--- config.mk ---
export PLATFORM = sky130hd
export DESIGN_NAME = btn_debounce_flat
export DESIGN_NICKNAME = d
export VERILOG_FILES = /design/src/rtl/btn_debounce_if.sv /design/src/rtl/btn_debounce.sv /design/src/flat_wrapper.sv
export SDC_FILE = /design/constraint.sdc
export NUM_CORES = 1
export LEC_CHECK = 0
export ABC_AREA = 0
export BUFFER_PORTS_ARGS = -buffer_cell sky130_fd_sc_hd__buf_2
export CORE_ASPECT_RATIO = 1.4
export CORE_MARGIN = 1.5
export CORE_UTILIZATION = 53
export DETAILED_ROUTE_END_ITERATION = 16
export PLACE_DENSITY = 0.79
export SLEW_MARGIN = 40
export SYNTH_ARGS = -nofsm -noshare
export SYNTH_HDL_FRONTEND = slang
export SYNTH_SLANG_ARGS = --single-unit
--- constraint.sdc ---
create_clock -name clk -period 2.1 [get_ports clk]
set_input_delay 0.315 -clock clk [delete_from_list [all_inputs] [get_ports clk]]
set_output_delay 0.315 -clock clk [all_outputs]
set_load 0.005 [all_outputs]
--- src/rtl/btn_debounce_if.sv ---
// Button debounce interface: raw line in, qualified level and status out.
// Optional DEBOUNCE_GLITCH_CNT_EN adds the rejected-bounce counter.
interface btn_debounce_if;
  logic       btn_in;
  logic       btn_out;
  logic       busy;
`ifdef DEBOUNCE_GLITCH_CNT_EN
  logic [7:0] glitch_cnt;

  modport master (output btn_in, input btn_out, input busy, input glitch_cnt);
  modport slave  (input btn_in, output btn_out, output busy, output glitch_cnt);
`else
  modport master (output btn_in, input btn_out, input busy);
  modport slave  (input btn_in, output btn_out, output busy);
`endif
endinterface

--- src/rtl/btn_debounce.sv ---
// btn_debounce: synchronises a raw button line into clk and only lets a new
// level through after it has been stable for STABLE_CYCLES cycles.
// Optional feature macro: DEBOUNCE_GLITCH_CNT_EN (saturating count of
// rejected bounces on bus.glitch_cnt).
module btn_debounce #(
  parameter int SYNC_STAGES   = 2,
  parameter int STABLE_CYCLES = 50000,
  parameter int CNT_W         = 16
) (
  input  logic         clk,
  input  logic         rst,
  btn_debounce_if.slave bus
);

  typedef enum logic [1:0] {
    IDLE_LOW  = 2'd0,
    QUAL_HIGH = 2'd1,
    IDLE_HIGH = 2'd2,
    QUAL_LOW  = 2'd3
  } state_t;

  localparam logic [CNT_W-1:0] CNT_LAST = CNT_W'(STABLE_CYCLES - 1);

  logic [SYNC_STAGES-1:0] sync_q;
  logic                   s;
  state_t                 state_q;
  logic [CNT_W-1:0]       cnt_q;
  logic                   btn_out_q;
  logic                   busy_q;

  // Shift the raw line through the synchroniser; only the last stage is used.
  always_ff @(posedge clk or posedge rst) begin
    if (rst) sync_q <= '0;
    else     sync_q <= {sync_q[SYNC_STAGES-2:0], bus.btn_in};
  end

  assign s = sync_q[SYNC_STAGES-1];

  // Qualification FSM; counter restarts on every state change, a revert always
  // beats a same-cycle terminal count, and outputs are registered with state.
  always_ff @(posedge clk or posedge rst) begin
    if (rst) begin
      state_q   <= IDLE_LOW;
      cnt_q     <= '0;
      btn_out_q <= 1'b0;
      busy_q    <= 1'b0;
    end else begin
      case (state_q)
        IDLE_LOW: begin
          btn_out_q <= 1'b0;
          cnt_q     <= '0;
          if (s) begin
            state_q <= QUAL_HIGH;
            busy_q  <= 1'b1;
          end else begin
            busy_q  <= 1'b0;
          end
        end
        QUAL_HIGH: begin
          if (!s) begin
            state_q <= IDLE_LOW;
            cnt_q   <= '0;
            busy_q  <= 1'b0;
          end else if (cnt_q == CNT_LAST) begin
            state_q   <= IDLE_HIGH;
            cnt_q     <= '0;
            btn_out_q <= 1'b1;
            busy_q    <= 1'b0;
          end else begin
            cnt_q <= cnt_q + 1'b1;
          end
        end
        IDLE_HIGH: begin
          btn_out_q <= 1'b1;
          cnt_q     <= '0;
          if (!s) begin
            state_q <= QUAL_LOW;
            busy_q  <= 1'b1;
          end else begin
            busy_q  <= 1'b0;
          end
        end
        QUAL_LOW: begin
          if (s) begin
            state_q <= IDLE_HIGH;
            cnt_q   <= '0;
            busy_q  <= 1'b0;
          end else if (cnt_q == CNT_LAST) begin
            state_q   <= IDLE_LOW;
            cnt_q     <= '0;
            btn_out_q <= 1'b0;
            busy_q    <= 1'b0;
          end else begin
            cnt_q <= cnt_q + 1'b1;
          end
        end
        default: begin
          state_q   <= IDLE_LOW;
          cnt_q     <= '0;
          btn_out_q <= 1'b0;
          busy_q    <= 1'b0;
        end
      endcase
    end
  end

  assign bus.btn_out = btn_out_q;
  assign bus.busy    = busy_q;

`ifdef DEBOUNCE_GLITCH_CNT_EN
  logic [7:0] glitch_q;
  logic       glitch_evt;

  function automatic logic [7:0] sat_inc(input logic [7:0] v);
    return (v == 8'hFF) ? v : v + 8'd1;
  endfunction

  assign glitch_evt = ((state_q == QUAL_HIGH) && !s) ||
                      ((state_q == QUAL_LOW)  &&  s);

  // Count every aborted qualification, holding at full scale until reset.
  always_ff @(posedge clk or posedge rst) begin
    if (rst)             glitch_q <= 8'd0;
    else if (glitch_evt) glitch_q <= sat_inc(glitch_q);
  end

  assign bus.glitch_cnt = glitch_q;
`endif

endmodule

--- src/flat_wrapper.sv ---
// flat-port wrapper written by rule: the top's interface ports become plain ports
module btn_debounce_flat 
#(
  parameter int SYNC_STAGES   = 2,
  parameter int STABLE_CYCLES = 50000,
  parameter int CNT_W         = 16
)
  (clk, rst, bus_btn_in, bus_btn_out, bus_busy);
  btn_debounce_if bus_i ();
  input  logic clk;
  input  logic rst;
  input wire logic [$bits(bus_i.btn_in)-1:0] bus_btn_in;
  output wire logic [$bits(bus_i.btn_out)-1:0] bus_btn_out;
  output wire logic [$bits(bus_i.busy)-1:0] bus_busy;
  assign bus_i.btn_in = bus_btn_in;
  assign bus_btn_out = bus_i.btn_out;
  assign bus_busy = bus_i.busy;
  btn_debounce #(.SYNC_STAGES(SYNC_STAGES), .STABLE_CYCLES(STABLE_CYCLES), .CNT_W(CNT_W)) u_core (.clk(clk), .rst(rst), .bus(bus_i));
endmodule
Yosys cells after proc, flatten, opt, wreduce, memory -nomap -nowiden
Index checks and enable logic that the tools add are counted.
{"block": "totals", "reg_bits": 22, "input_bits": 3, "output_inout_bits": 2, "word_cells": 44}
{"block": "classes", "addsub": 1, "n_eq_ne": 12, "mux": 22, "reduce_logical": 4}
{"cell": "16-bit two-way mux", "count": 3}
{"cell": "16-bit one-hot mux with 3 select lines", "count": 1}
{"cell": "16-bit by 1-bit adder with 16-bit output (second input constant)", "count": 1}
{"cell": "16-bit == test (second input constant)", "count": 1}
{"cell": "2-bit two-way mux", "count": 6}
{"cell": "1-bit two-way mux", "count": 9}
{"cell": "2-bit by 1-bit inequality test with 1-bit output (second input constant)", "count": 4}
{"cell": "1-bit one-hot mux with 4 select lines", "count": 2}
{"cell": "2-bit one-hot mux with 4 select lines", "count": 1}
{"cell": "4-bit AND reduction", "count": 2}
{"cell": "2-bit == test (second input constant)", "count": 2}
{"cell": "2-bit inequality test (second input constant)", "count": 2}
{"cell": "3-bit by 1-bit inequality test with 1-bit output (second input constant)", "count": 1}
{"cell": "3-bit inequality test (second input constant)", "count": 1}
{"cell": "2-bit by 1-bit == test with 1-bit output (second input constant)", "count": 1}
{"cell": "2-bit logical NOT", "count": 1}
{"cell": "2-bit OR reduction", "count": 1}

Depth between registers and ports, before layout
{"block": "logic_depth", "word_depth": 4, "mapped_depth": 7, "mapped_depth_nobuf": 6}

Least setup slack after synthesis
Ideal clock, no wire load.
{"block": "synth_timing", "path_kind": "reg-to-reg", "startpoint": "register u_core.cnt_q[7]", "endpoint": "register u_core.state_q[0]", "t_arrival_ps": 1860, "required_ps": 1977, "slack_ps": 118, "path_stages_with_launch": 5, "n_path_buf": 0, "synth_period_minus_slack_ps": 1982, "path_cell_list": "dfrtp_1 -> or4b_4 -> o41a_1 -> or3_1 -> o221a_2"}
{"block": "synth_via", "elab_chain_cells": 3, "elab_cells_between_ends": 4, "classes_between": "3 x eq/ne; 1 x reduce/logical"}
{"element": "start, declared", "line_no": "btn_debounce.sv:27", "rtl": "logic [CNT_W-1:0] cnt_q;"}
{"element": "start signal, assigned", "line_no": "btn_debounce.sv:70", "rtl": "cnt_q <= cnt_q + 1'b1;"}
{"element": "start signal, assigned", "line_no": "btn_debounce.sv:94", "rtl": "cnt_q <= cnt_q + 1'b1;"}
{"element": "16-bit == test (*)", "line_no": "btn_debounce.sv:64, btn_debounce.sv:88"}
{"element": "3-bit by 1-bit inequality test with 1-bit output (no source line) or 3-bit inequality test (tied branches)"}
{"element": "4-bit AND reduction (no source line) (*)"}
{"element": "end signal, assigned", "line_no": "btn_debounce.sv:61", "rtl": "state_q <= IDLE_LOW;"}
{"element": "end signal, assigned", "line_no": "btn_debounce.sv:65", "rtl": "state_q <= IDLE_HIGH;"}
{"element": "end signal, assigned", "line_no": "btn_debounce.sv:89", "rtl": "state_q <= IDLE_LOW;"}
{"element": "end, declared", "line_no": "btn_debounce.sv:26", "rtl": "state_t state_q;"}
Every way passes the cells marked *; elsewhere a longest branch is shown, timed or not.
A chain may end at the register's enable or synchronous reset.

Final worst setup path
Same ends and word-level chain as after synthesis.

==> metrics.json <==
{
  "postRouteAntennaNets": 0,
  "cp_data_arrival_time_ns": 2.27,
  "comb_power_share": 0.387,
  "grt_max_degree": 23,
  "insertion_delay_of_the_later_clocked_pin_in_the_worst_skew_pair_ns": 0.33,
  "die_height_um": 59.5,
  "hold_slack_ns": -0.0284,
  "grt_first_pass_wirelength_um": 4360,
  "synthAdderAreaFrac": 0.0725,
  "via_per_inst": 6.21,
  "gp_congestion": 0.874,
  "routed_wire_length_per_instance_um": 16.3,
  "yosysWarningCount": 0,
  "global_route_overflow": 0,
  "fillerInstances": 184,
  "core_region_area_um2": 2180,
  "worstRegToRegCells": 4,
  "share_clk_of_total_power": 0.193,
  "drt_drc_violations_left": 0,
  "synth_simple_gate_area_frac": 0.236,
  "area_delta_synth_final_pct": 10.2,
  "main_combinational_cell_family_by_area_after_synthesis": "simple AND/OR/NAND/NOR gates",
  "crit_path_max_fanout": 6,
  "ys_types": 35,
  "max_freq_mhz": 490,
  "total_power_consumption_of_the_routed_design_mw": 1.27,
  "drt_first_pass_iters": 4,
  "power_density_nw_per_um2": 953,
  "timing.clock.skew_ns": 0.00202,
  "post_synth_xor_area_fraction": 0.0725,
  "synth.cell_area_um2": 1210,
  "synth_edf_count": 0,
  "cts_made_buffers": 3,
  "async_flop_share": 1.00,
  "p_int_mw": 0.823,
  "switching_power_mw": 0.448,
  "hold_class": "input pin to async pin",
  "synth-main-ff-cell": "sky130_fd_sc_hd__dfrtp_1",
  "sw_frac_of_total": 0.353,
  "i_o_pins": 5,
  "met2_grt_util": 0.388,
  "peakVddDrop_mv": 0.856,
  "detailedPlacementHpwl_um": 1800,
  "row_count": 20,
  "crit_path_start_kind": "flip-flop",
  "groute.layer.met1.usage": 0.269,
  "first_global_vias": 995,
  "min_period_over_period": 0.973,
  "timing.final.max_slew_violations": 0,
  "clock-root-buffer": "sky130_fd_sc_hd__clkbuf_4",
  "critical_path_class": "flip-flop to flip-flop",
  "yosys_register_bits": 22,
  "critPathRequiredTime_ns": 2.33,
  "fraction_of_the_yosys_area_taken_by_sequential_cells": 0.455,
  "hold_violations": 22,
  "die-area_um2": 2580,
  "cap_viol_max_count": 0,
  "use_met3": 0.0488,
  "status": "finished with violations",
  "cts.hold.buffers_added": 0,
  "cts_tree": "done",
  "count_of_vias_placed_by_the_detailed_router": 950,
  "failed_checks": "hold timing",
  "antenna-diode-count": 0,
  "initial_core_util": 0.555,
  "static-leakage-power_nw": 0.570,
  "rsz0062_at_grt": "false",
  "timing_worst_slew_pin_value_ns": 0.457,
  "detail_route.wirelength_um": 2500,
  "sequential_cell_fraction_of_total_power": 0.420,
  "final.setup.tns_ns": 0,
  "setup_viol": 0,
  "globalRoute.busiestLayer": "met2",
  "synth_nets": 130,
  "syn-instance-count": 120,
  "drt_iter0_markers": 24,
  "layout.nets": 142,
  "worst_slew_margin_rel": 0.695,
  "clockBufferDepth": 2,
  "cp-end-kind": "flip-flop",
  "htree_num_levels": 1,
  "synth_compound_gate_area_share": 0.118,
  "path_clk_slew_ns": 0.12,
  "cts_sinks": 22,
  "port-buffer-count": 4,
  "synth.avg_cell_area_um2": 10.1,
  "antenna_found_initial": 0,
  "groute.usage.overall": 0.237,
  "drive_gt1_frac": 0.176,
  "post_synth_mux_area_share": 0.0176,
  "finalWorstPathRequiredPeriod_ns": 2.04,
  "die_width_um": 43.4
}
[worst max-delay path, cell delays in order (launching register included)]
cell	delay, ns
sky130_fd_sc_hd__dfrtp_1	0.42
sky130_fd_sc_hd__or4b_4	0.55
sky130_fd_sc_hd__o41a_1	0.49
sky130_fd_sc_hd__or3_1	0.35
sky130_fd_sc_hd__o221a_2	0.14
[layout make-up]
class	instances	area (µm²)	area share
inverters	6	22.5	0.0169
flip-flops and latches	22	552	0.414
well taps	22	27.5	0.0207
clock buffers	4	36.3	0.0272
multi-input cells	90	624	0.469
repair buffers	9	70.1	0.0526
[repair_timing]
action,in CTS,in global routing
buffers inserted,0,3
resized for setup,0,1
setup endpoints to repair,0,1
[path summary, 6_finish.rpt]
path,endpoint,slack [ns],startpoint
worst min register to register,u_core.sync_q[1],0.36,u_core.sync_q[0]
max in group asynchronous,u_core.cnt_q[5],1.79,rst
worst min-delay path,u_core.cnt_q[8],-0.03,rst
worst max-delay path,u_core.state_q[0],0.06,u_core.cnt_q[7]
min in group clk,u_core.sync_q[0],0.08,bus_btn_in
worst max register to register,u_core.state_q[0],0.06,u_core.cnt_q[7]
[registers in the layout, indices dropped and copies added (netlist names), named ones only]
| register | count |
|---|---|
| u_core.bus.btn_out | 1 |
| u_core.sync_q | 2 |
| u_core.bus.busy | 1 |
| u_core.cnt_q | 16 |
| u_core.state_q | 1 |
[kinds of logic after synthesis]
| family | after synthesis |
|---|---|
| AO/OA/AOI/OAI | 21 |
| XOR/XNOR | 10 |
| adder cells (fa/ha/maj) | 7 |
| buffers and inverters | 8 |
| flip-flops | 22 |
| multiplexers | 2 |
| AND/OR/NAND/NOR | 50 |
[power groups by stage]
stage | clock (mW) | combinational [mW] | sequential, mW
after floorplan | 0 | 0.361 | 0.530
after global placement | 0 | 0.460 | 0.537
after detailed placement | 0 | 0.485 | 0.540
after CTS | 0.251 | 0.494 | 0.533
after global routing | 0.270 | 0.560 | 0.543
final | 0.245 | 0.492 | 0.533
[routing by layer]
metal  part of all wire  vias to the layer above
met5                  0                        -
met4              0.034                        0
met3              0.024                        7
met2               0.52                       16
met1               0.42                      471
li1                   -                      456
[synthesized netlist by cell type, types with 2 or more instances]
cell,instances,share of area
sky130_fd_sc_hd__nand3_1,7,0.029
sky130_fd_sc_hd__nand4_1,2,0.010
sky130_fd_sc_hd__xnor2_1,7,0.051
sky130_fd_sc_hd__o31ai_1,4,0.025
sky130_fd_sc_hd__nor2_1,12,0.037
sky130_fd_sc_hd__ha_1,7,0.072
sky130_fd_sc_hd__or4bb_1,2,0.019
sky130_fd_sc_hd__or4_1,3,0.019
sky130_fd_sc_hd__and3_1,3,0.016
sky130_fd_sc_hd__inv_1,6,0.019
sky130_fd_sc_hd__or2_2,2,0.010
sky130_fd_sc_hd__nor3_1,3,0.012
sky130_fd_sc_hd__nand2_1,7,0.022
sky130_fd_sc_hd__a21oi_1,8,0.033
sky130_fd_sc_hd__xor2_1,3,0.022
sky130_fd_sc_hd__o21ai_0,3,0.012
sky130_fd_sc_hd__nand2b_1,2,0.010
sky130_fd_sc_hd__dfrtp_1,22,0.46
[cell usage in the layout (no fill, tap or decap), drive strengths merged, types with 6 or more instances in the layout]
cell type,instances
ha,7
a21oi,8
nand2,7
xnor2,7
nor2,12
nand3,7
inv,6
dfrtp,22
buf,9
[stage by stage]
step	setup WS (ns)	std cells	util	cell area, µm²	hold WS, ns
finish	0.0572	153	0.612	1330	-0.0284
global route	0.0367	153	0.612	1330	0.00675
CTS	0.0304	150	0.601	1310	0.0708
detailed placement	0.0652	146	0.584	1270	0.336
global placement	0.116	146	0.584	1270	0.332
floorplan	0.118	120	-	1210	0.304
Note: power is estimated with default switching activity, not from simulation.
